==> src/rtl/conv_seq_ctrl.sv <==
// rtl/conv_seq_ctrl.sv - sequencing controller for the single-MAC 1-D convolution datapath
// Loads LENX samples, walks X/filter addresses per output, and hands each result downstream.
module conv_seq_ctrl #(
  parameter int LENX  = 8,
  parameter int LENF  = 4,
  parameter int ADDRX = $clog2(LENX),
  parameter int ADDRF = (LENF > 1) ? $clog2(LENF) : 1
) (
  input  logic             clk,
  input  logic             reset,
  input  logic             s_valid_x,
  output logic             s_ready_x,
  output logic             x_wr_en,
  output logic [ADDRX-1:0] x_addr,
  output logic [ADDRF-1:0] f_addr,
  output logic             mac_en,
  output logic             mac_first,
  output logic             m_valid_y,
  input  logic             m_ready_y,
  output logic             y_last
);

  typedef enum logic [1:0] {LOAD, COMPUTE, DRAIN, OUTPUT} state_t;

  localparam int SW = ADDRX + 1;
  localparam logic [ADDRX-1:0] WLAST = ADDRX'(LENX - 1);
  localparam logic [ADDRX-1:0] JLAST = ADDRX'(LENX - LENF);
  localparam logic [ADDRF-1:0] KLAST = ADDRF'(LENF - 1);

  state_t           state;
  logic [ADDRX-1:0] wcnt;
  logic [ADDRX-1:0] j;
  logic [ADDRF-1:0] k;
  logic             mac_en_q;
  logic             mac_first_q;
  logic [SW-1:0]    xsum;

  // One spare bit so an out-of-range tap address is visible instead of silently wrapping.
  assign xsum = SW'(j) + SW'(k);

  always_ff @(posedge clk) begin
    if (reset) begin
      state       <= LOAD;
      wcnt        <= '0;
      j           <= '0;
      k           <= '0;
      mac_en_q    <= 1'b0;
      mac_first_q <= 1'b0;
    end else begin
      // The memories return data one cycle after the address, so MAC controls trail by one.
      mac_en_q    <= (state == COMPUTE);
      mac_first_q <= (state == COMPUTE) && (k == '0);
      case (state)
        LOAD: begin
          if (s_valid_x) begin
            if (wcnt == WLAST) begin
              state <= COMPUTE;
              wcnt  <= '0;
              j     <= '0;
              k     <= '0;
            end else begin
              wcnt <= wcnt + 1'b1;
            end
          end
        end
        COMPUTE: begin
          if (k == KLAST) begin
            state <= DRAIN;
            k     <= '0;
          end else begin
            k <= k + 1'b1;
          end
        end
        DRAIN: state <= OUTPUT;
        OUTPUT: begin
          if (m_ready_y) begin
            if (j == JLAST) begin
              state <= LOAD;
              j     <= '0;
            end else begin
              j     <= j + 1'b1;
              state <= COMPUTE;
            end
          end
        end
        default: state <= LOAD;
      endcase
    end
  end

  always_comb begin
    s_ready_x = 1'b0;
    x_wr_en   = 1'b0;
    x_addr    = '0;
    f_addr    = '0;
    m_valid_y = 1'b0;
    y_last    = 1'b0;
    if (!reset) begin
      case (state)
        LOAD: begin
          s_ready_x = 1'b1;
          x_wr_en   = s_valid_x;
          x_addr    = wcnt;
        end
        COMPUTE: begin
          x_addr = xsum[ADDRX-1:0];
          f_addr = k;
        end
        DRAIN: x_addr = j;
        OUTPUT: begin
          m_valid_y = 1'b1;
          y_last    = (j == JLAST);
          x_addr    = j;
        end
        default: x_addr = '0;
      endcase
    end
  end

  assign mac_en    = mac_en_q & ~reset;
  assign mac_first = mac_first_q & ~reset;

  a_no_addr_wrap: assert property (@(posedge clk) disable iff (reset)
    (state == COMPUTE) |-> (xsum < SW'(LENX)));

endmodule

==> config.mk <==
export PLATFORM = sky130hd
export DESIGN_NAME = conv_seq_ctrl
export DESIGN_NICKNAME = d
export VERILOG_FILES = /design/src/rtl/conv_seq_ctrl.sv
export SDC_FILE = /design/constraint.sdc
export NUM_CORES = 1
export LEC_CHECK = 0
export ABC_CLOCK_PERIOD_IN_PS = 2900
export CORE_UTILIZATION = 30
export DETAILED_ROUTE_END_ITERATION = 6
export GPL_ROUTABILITY_DRIVEN = 0
export HOLD_SLACK_MARGIN = 0.1
export SLEW_MARGIN = 30
export SYNTH_ARGS = -nofsm -noshare
export SYNTH_HDL_FRONTEND = slang
export SYNTH_SLANG_ARGS = --single-unit
==> constraint.sdc <==
create_clock -name clk -period 2.9 [get_ports clk]
set_input_delay 0.87 -clock clk [delete_from_list [all_inputs] [get_ports clk]]
set_output_delay 0.87 -clock clk [all_outputs]
set_load 0.03 [all_outputs]
-- Word-level counts from Yosys, hierarchy flattened
Index checks and enable logic that the tools add are counted.
- flip-flop bits (word level): 12
- latch bits: 0
- bits in writable memories: 0
- bits in read-only memories: 0
- bits of input ports: 4
- output and inout bits: 11
- logic and storage cells: 61
- memories: 0
- add/sub/neg operators: 4
- multipliers: 0
- divide/modulo/power cells: 0
- magnitude comparators: 0
- equality and inequality tests: 10
- shift operators: 0
- mux-type cells: 28
- bitwise logic cells: 3
- reduce and logical (&&, ||, !) cells: 10
- operators by type and width (operator ; count):
    2-bit 2-to-1 mux ; 9
    3-bit 2-to-1 mux ; 6
    1-bit 2-to-1 mux ; 9
    3-bit one-hot mux with 3 select lines ; 1
    2-bit one-hot mux with 4 select lines ; 1
    4-bit AND reduction ; 2
    3-bit by 1-bit adder with 3-bit output (second input constant) ; 2
    2-bit == test (second input constant) ; 3
    3-bit == test (second input constant) ; 2
    2-bit != test (second input constant) ; 3
    3-bit one-hot mux with 2 select lines ; 1
    2-bit logical NOT ; 2
    2-bit one-hot mux with 2 select lines ; 1
    2-bit nonzero test ; 2
    3-bit by 2-bit adder with 3-bit output ; 1
    3-bit AND reduction ; 1
    2-bit by 1-bit adder with 2-bit output (second input constant) ; 1
    1-bit AND ; 2
    2-bit by 1-bit == test with 1-bit output (second input constant) ; 1
    2-bit by 1-bit != test with 1-bit output (second input constant) ; 1
    2-bit AND reduction ; 1
    2-bit OR reduction ; 1
    1-bit logical AND ; 1
    1-bit inverter ; 1

-- Depth between registers and ports, before layout
Gate-level depths: netlist of run 1.
- depth in word-level cells: 4
- depth in mapped cells: 6
- gate-level depth less buffers: 6

-- Worst setup path after synthesis of run 1
Ideal clock, no wire load.
- path type: input to output
- from: in reset
- to: out y_last
- arrival time: 2.075 ns
- path slack: -0.045 ns
- stages on the path: 3
- cell sequence: clkbuf_1 > nor2b_1 > nor2b_1
- word-level cells in the longest chain between the ends: 1
- ends and longest elaborated chain (what ; RTL line ; text):
    start: declaration ; 10 ; input logic reset,
    1-bit 2-to-1 mux ; 98 ; if (!reset) begin
    end: declaration ; 20 ; output logic y_last
No other way between the ends.

-- Final worst setup path of run 1
- from: reg j[0]
- to: out x_addr[1]
- word-level cells in the longest chain between the ends: 3
- ends and longest elaborated chain (what ; RTL line ; text):
    start: declaration ; 32 ; logic [ADDRX-1:0] j;
    start signal: assignment ; 81 ; j <= j + 1'b1;
    3-bit by 2-bit adder with 3-bit output ; 39 ; assign xsum = SW'(j) + SW'(k);
    3-bit one-hot mux with 3 select lines ; 99 ; case (state)
    3-bit 2-to-1 mux ; 98 ;
    end: declaration ; 14 ; output logic [ADDRX-1:0] x_addr,
No other way between the ends.

==> flow_summary_export.csv, run 1 <==
group,metric,value,unit
pwr,power_density,285.2,nW/µm²
die,initial_utilization,0.3176,
pwr,power.switching,0.07717,mW
logic_synthesis,ys_seq_area_frac,0.2743,
worst_setup_path,timing.critical_path.mode_cell,"inv_1",
sta,max_slew_margin,0.5872,
placement,port-buffer-count,14,
die,rows,19,
route,drc_errors,0,
worst_setup_path,critPathCaptureType,"output port",
die,die-width,56.03,µm
clock_network,ctsHoldBuffers,0,
global_routing,grt-ovfl-total,0,
route,wl,1.929,mm
clock_network,clk_pin_slew,0.07,ns
clock_network,clk_path_buf_depth,2,
sta,fmax,0.3512,GHz
final_layout,n_antenna_cell,0,
clock_network,clock_latency,0.27,ns
route,drtIter0Drc,18,
logic_synthesis,async_flop_share,0,
logic_synthesis,synthesis.nets,120,
worst_setup_path,worstPathCellList,"ha_1 -> inv_1 -> fa_1 -> inv_1 -> a221oi_1 -> nor3_1 -> buf_4",
logic_synthesis,synthFlopType,"dfxtp_1",
clock_network,clkSinkCount,12,
flow_run,max-cap-violations,0,
global_routing,antenna_found_initial,0,
logic_synthesis,yosys-top-cells-area,"dfxtp_1 (27%), ha_1 (17%), nor2b_1 (8.6%), a21oi_1 (4.6%), inv_1 (4.3%)",
worst_setup_path,ff2ff_path_depth,5,
pwr,switching_share,0.2500,
worst_setup_path,worst-path-max-fanout,6,
sta,fin_crit_sh,0.9817,
final_layout,syn_to_final_growth,23.57,%
clock_network,cts_setup_buffers,0,
worst_setup_path,worstPathArrival,1.98,ns
final_layout,nNetsFinal,140,
global_routing,grt_pass1_wl,3.284,mm
logic_synthesis,synth_seq_cells,12,
sta,finClkSkew,0.003164,ns
global_routing,grt_util_all_layers,0.1321,
sta,fin_setup_tns,0,ns
logic_synthesis,synth_common_cells,"dfxtp_1 (12), ha_1 (12), nor2b_1 (12)",
clock_network,cts-buffers-inserted,3,
route,num_vias,776,
sta,maxSlewViolCount,0,
worst_hold_path,worstHoldPathCells,2,
global_routing,first_global_vias,712,
logic_synthesis,ys_types,34,
worst_hold_path,min_path_type,"register to register",
route,wl_per_cell,12.69,µm
clock_network,ctsHtreeMaxLevel,1,
sta,rsz0062_at_grt,"yes",
logic_synthesis,synth_top_area_cell,"dfxtp_1",
global_routing,grt_max_degree,10,
logic_synthesis,yosysWarningCount,0,
logic_synthesis,synth_edf_count,0,
die,pin_count,15,
pwr,power.leakage,0.4524,nW
final_layout,drive_gt1_frac,0.2066,
sta,hold_violations,0,
pwr,combPwrFrac,0.132,
die,dieArea,3139,µm²
logic_synthesis,synth_cells,103,
clock_network,root_buffer,"clkbuf_4",
sta,fin_ws,0.05296,ns
pwr,power_frac_seq,0.545,
pwr,intPower,0.2316,mW
logic_synthesis,syn_area,875.8,µm²
route,first_pass_iters,4,
route,vias_per_cell,5.105,
die,die_h,56.03,µm
final_layout,fill_cells,296,
die,core-area,2758,µm²
placement,dp_hpwl,1.531,mm
worst_setup_path,slowest_delay,0.48,ns
sta,setup_viol,0,
logic_synthesis,yosysTopAreaCellShare,0.2743,
route,antenna_left,0,
pwr,power.total,0.3087,mW
pwr,vdd_drop_max,0.1974,mV
worst_setup_path,crit_slowest_cell,"fa_1",
run_status,status,"finished, final reports clean",
pwr,pwr-share-clk,0.323,
sta,worst_slew_pin_slew,0.6180,ns
worst_setup_path,criticalPathCategory,"register to output port",
logic_synthesis,syn_avg_cell_area,8.503,µm²
sta,fin_crit,2.847,ns
placement,pre_cts_ws,-0.01642,ns
clock_network,tritoncts,"yes",
worst_setup_path,cp_data_required_time,2.03,ns
worst_setup_path,start_kind,"register",
[power by group through the flow]
stage,Combinational (mW),Clock (mW),Sequential (mW)
6_report,0.0408,0.0997,0.168
3_5_place_dp,0.0415,0,0.174
2_1_floorplan,0.0236,0,0.173
5_1_grt,0.0446,0.112,0.169
4_1_cts,0.0411,0.105,0.169
3_3_place_gp,0.0408,0,0.174
[layout by cell type, fill, tap and decap left out, types with 2 or more instances in the layout]
master            n
nand2_1           4
nor3_1            3
nor2b_1          11
mux2i_1           2
dfxtp_4           2
nand3_1           3
buf_4            15
a221oi_1          2
clkbuf_4          3
clkdlybuf4s50_1   2
a21oi_1           8
inv_1            10
ha_1             12
o21ai_0           4
and2_1            4
nand4_1           2
dfxtp_1          10
nor2_1            3
[kinds of logic (layout without fill, tap and decap cells)]
| group | after synthesis | count (layout) | synth area share |
|---|---|---|---|
| muxes | 2 | 2 | 0.02286 |
| buffers and inverters | 13 | 31 | 0.05572 |
| DFF | 12 | 12 | 0.2743 |
| and+or+nand+nor | 39 | 39 | 0.2657 |
| adders and majority gates | 13 | 13 | 0.1943 |
| AOI/OAI and AO/OA | 24 | 24 | 0.1872 |
[worst max-delay path, delay by kind of cell (launching register included)]
family,cells,cell delay (ns)
buf+inv,3,0.26
simple gates,1,0.09
flops,1,0.37
compound gates,1,0.36
fa+ha+maj,2,0.62
[timing repair]
item | CTS | global route
resized for setup | 4 | 2
gates cloned | 0 | 0
endpoints found under the setup margin | 3 | 2
[metrics by stage]
step	hold WS, ns	cell area [µm²]	utilization	std cells
after floorplan	0.4490	878.3	-	103
after global placement	0.4755	1049	0.3802	149
after detailed placement	0.4819	1049	0.3802	149
after CTS	0.4923	1075	0.3897	152
after global routing	0.5113	1082	0.3925	152
final	0.4888	1082	0.3925	152
[metal layers]
metal / track usage / vias to the layer above / wire (µm)
li1: - / 402 / -
met1: 0.1762 / 353 / 943
met2: 0.2109 / 21 / 893
met3: 0.04884 / 0 / 92
met4: 0.01394 / 0 / 0
met5: 0 / - / 0
[worst paths after layout]
path              slack, ns        end     start
setup / recovery       0.05  x_addr[1]      j[0]
setup reg to reg       1.08       j[0]  state[0]
hold reg to reg        0.49    wcnt[1]   wcnt[1]
hold / removal         0.49    wcnt[1]   wcnt[1]
[flip-flops by register name, summed over array words and instances (netlist names)]
register	flops
k	2
wcnt	3
state	2
j	3
mac_en_q	1
mac_first_q	1
[layout make-up]
type                       instances  area (µm²)  area share
clock buffer                       3       22.52     0.02081
timing repair buffer              18       141.4      0.1306
sequential                        12       247.7      0.2289
multi-input combinational         78       594.3      0.5491
tap                               31       38.79     0.03584
inverter                          10       37.54     0.03468
No activity file was read; power rests on OpenSTA's default activity.
==> run 2, diff against run 1 <==
--- a/config.mk
+++ b/config.mk
@@ -5,7 +5,7 @@
 export SDC_FILE = /design/constraint.sdc
 export NUM_CORES = 1
 export LEC_CHECK = 0
-export ABC_CLOCK_PERIOD_IN_PS = 2900
+export ABC_CLOCK_PERIOD_IN_PS = 3000
 export CORE_UTILIZATION = 30
 export DETAILED_ROUTE_END_ITERATION = 6
 export GPL_ROUTABILITY_DRIVEN = 0
==> constraint.sdc (replaced) <==
create_clock -name clk -period 3 [get_ports clk]
set_input_delay 0.9 -clock clk [delete_from_list [all_inputs] [get_ports clk]]
set_output_delay 0.9 -clock clk [all_outputs]
set_load 0.03 [all_outputs]
==> flow_summary_export.csv, run 2 (synthesis gave the netlist of run 1 again) <==
group,metric,value,unit
sta,fin_setup_tns,0,ns
placement,dp_hpwl,1.563,mm
placement,dp.cells,148,
die,rows,19,
placement,dpl_cell_area,1041,µm²
pwr,power.leakage,0.4623,nW
sta,finClkSkew,0.005671,ns
final_layout,drive_gt1_frac,0.2066,
global_routing,antenna_found_initial,0,
worst_setup_path,cp_data_required_time,2.10,ns
pwr,power_density,307.2,nW/µm²
sta,maxSlewViolCount,0,
global_routing,grt_max_degree,10,
pwr,switching_share,0.2475,
global_routing,grt_pass1_wl,3.539,mm
sta,whs,0.4820,ns
clock_network,clk_path_buf_depth,2,
sta,setup_viol,0,
global_routing,grt_util_all_layers,0.1406,
global_routing,first_global_vias,804,
clock_network,ctsHoldBuffers,0,
sta,fin_crit_sh,0.9689,
route,drc_errors,0,
final_layout,top_regs,"j x3, wcnt x3",
placement,pre_cts_ws,0.05400,ns
clock_network,root_buffer,"clkbuf_4",
pwr,vdd_drop_max,0.2360,mV
route,num_vias,835,
final_layout,fin_cells,152,
final_layout,n_antenna_cell,0,
final_layout,fill_cells,289,
die,core-area,2758,µm²
flow_run,max-cap-violations,0,
final_layout,fin_util,0.3952,
run_status,status,"finished, final reports clean",
die,dieArea,3139,µm²
sta,fin_crit,2.907,ns
sta,worst_slew_pin_slew,0.6025,ns
worst_setup_path,worst-path-max-fanout,5,
sta,hold_violations,0,
route,wl,1.993,mm
clock_network,clock_latency,0.28,ns
clock_network,cts-buffers-inserted,3,
sta,fmax,0.3440,GHz
pwr,power_frac_seq,0.488,
sta,max_slew_margin,0.5975,
pwr,power.total,0.3347,mW
clock_network,tritoncts,"yes",
placement,port-buffer-count,14,
die,pin_count,15,
pwr,power.switching,0.08285,mW
worst_setup_path,worstPathArrival,2.01,ns
worst_setup_path,start_kind,"register",
clock_network,clk_pin_slew,0.08,ns
clock_network,clkSinkCount,12,
route,vias_per_cell,5.493,
worst_setup_path,criticalPathCategory,"register to output port",
final_layout,mostFrequentLayoutCells,"buf_4 (14), ha_1 (12), nor2b_1 (11)",
worst_setup_path,critPathCaptureType,"output port",
die,die-width,56.03,µm
route,drtIter0Drc,17,
clock_network,ctsHtreeMaxLevel,1,
die,die_h,56.03,µm
final_layout,nNetsFinal,139,
route,first_pass_iters,4,
sta,fin_ws,0.09329,ns
route,wl_per_cell,13.11,µm
final_layout,layout_commonest_cell,"buf_4",
global_routing,grt-ovfl-total,0,
pwr,combPwrFrac,0.117,
final_layout,syn_to_final_growth,24.43,%
final_layout,design_area,1090,µm²
pwr,intPower,0.2519,mW
route,antenna_left,0,
pwr,pwr-share-clk,0.395,
worst_hold_path,min_path_type,"register to register",
die,initial_utilization,0.3176,
[run 2: changes by cell type in the layout (fill, tap and decap cells not counted), sizes merged]
cell,before,now
dlymetal6s2s,0,1
buf,15,14
dlygate4sd2,1,0
clkbuf,3,4
[run 2: cell type report]
type	count	area, µm²	area share
flip-flops and latches	12	245.2	0.2250
clock buffers	4	36.28	0.03329
well taps	31	38.79	0.03559
inverters	10	37.54	0.03444
multi-input cells	78	594.3	0.5453
repair buffers	17	137.6	0.1263
[run 2: metal layers]
metal	vias up	track usage	routed length [µm]
li1	402	-	-
met1	401	0.1709	908
met2	26	0.2398	962
met3	6	0.04419	86
met4	0	0.03484	36
met5	-	0	0
[run 2: final timing paths]
check	from	endpoint	slack [ns]	cells past startpoint
setup / recovery	k[0]	x_addr[2]	0.09	7
hold / removal	wcnt[1]	wcnt[1]	0.48	2
setup reg to reg	state[0]	j[2]	1.13	5
hold reg to reg	wcnt[1]	wcnt[1]	0.48	2
[run 2: timing repair]
item                       4_1_cts  5_1_grt
hold endpoints to repair         0        0
buffers inserted                 0        0
gates resized for setup          2        3
setup endpoints to repair        1        4
[run 2: power groups by stage]
stage / combinational, mW / sequential, mW / clock, mW
after CTS: 0.0395 / 0.164 / 0.138
after global placement: 0.0385 / 0.168 / 0
after global routing: 0.0430 / 0.164 / 0.143
after floorplan: 0.0228 / 0.168 / 0
after detailed placement: 0.0393 / 0.168 / 0
final: 0.0392 / 0.163 / 0.132
[run 2: worst max-delay path, stage by stage, from the launching register on]
cell,delay [ns]
dfxtp_2,0.37
ha_1,0.15
inv_1,0.04
fa_1,0.40
a211o_1,0.32
a211oi_2,0.21
nor3_1,0.07
buf_4,0.16
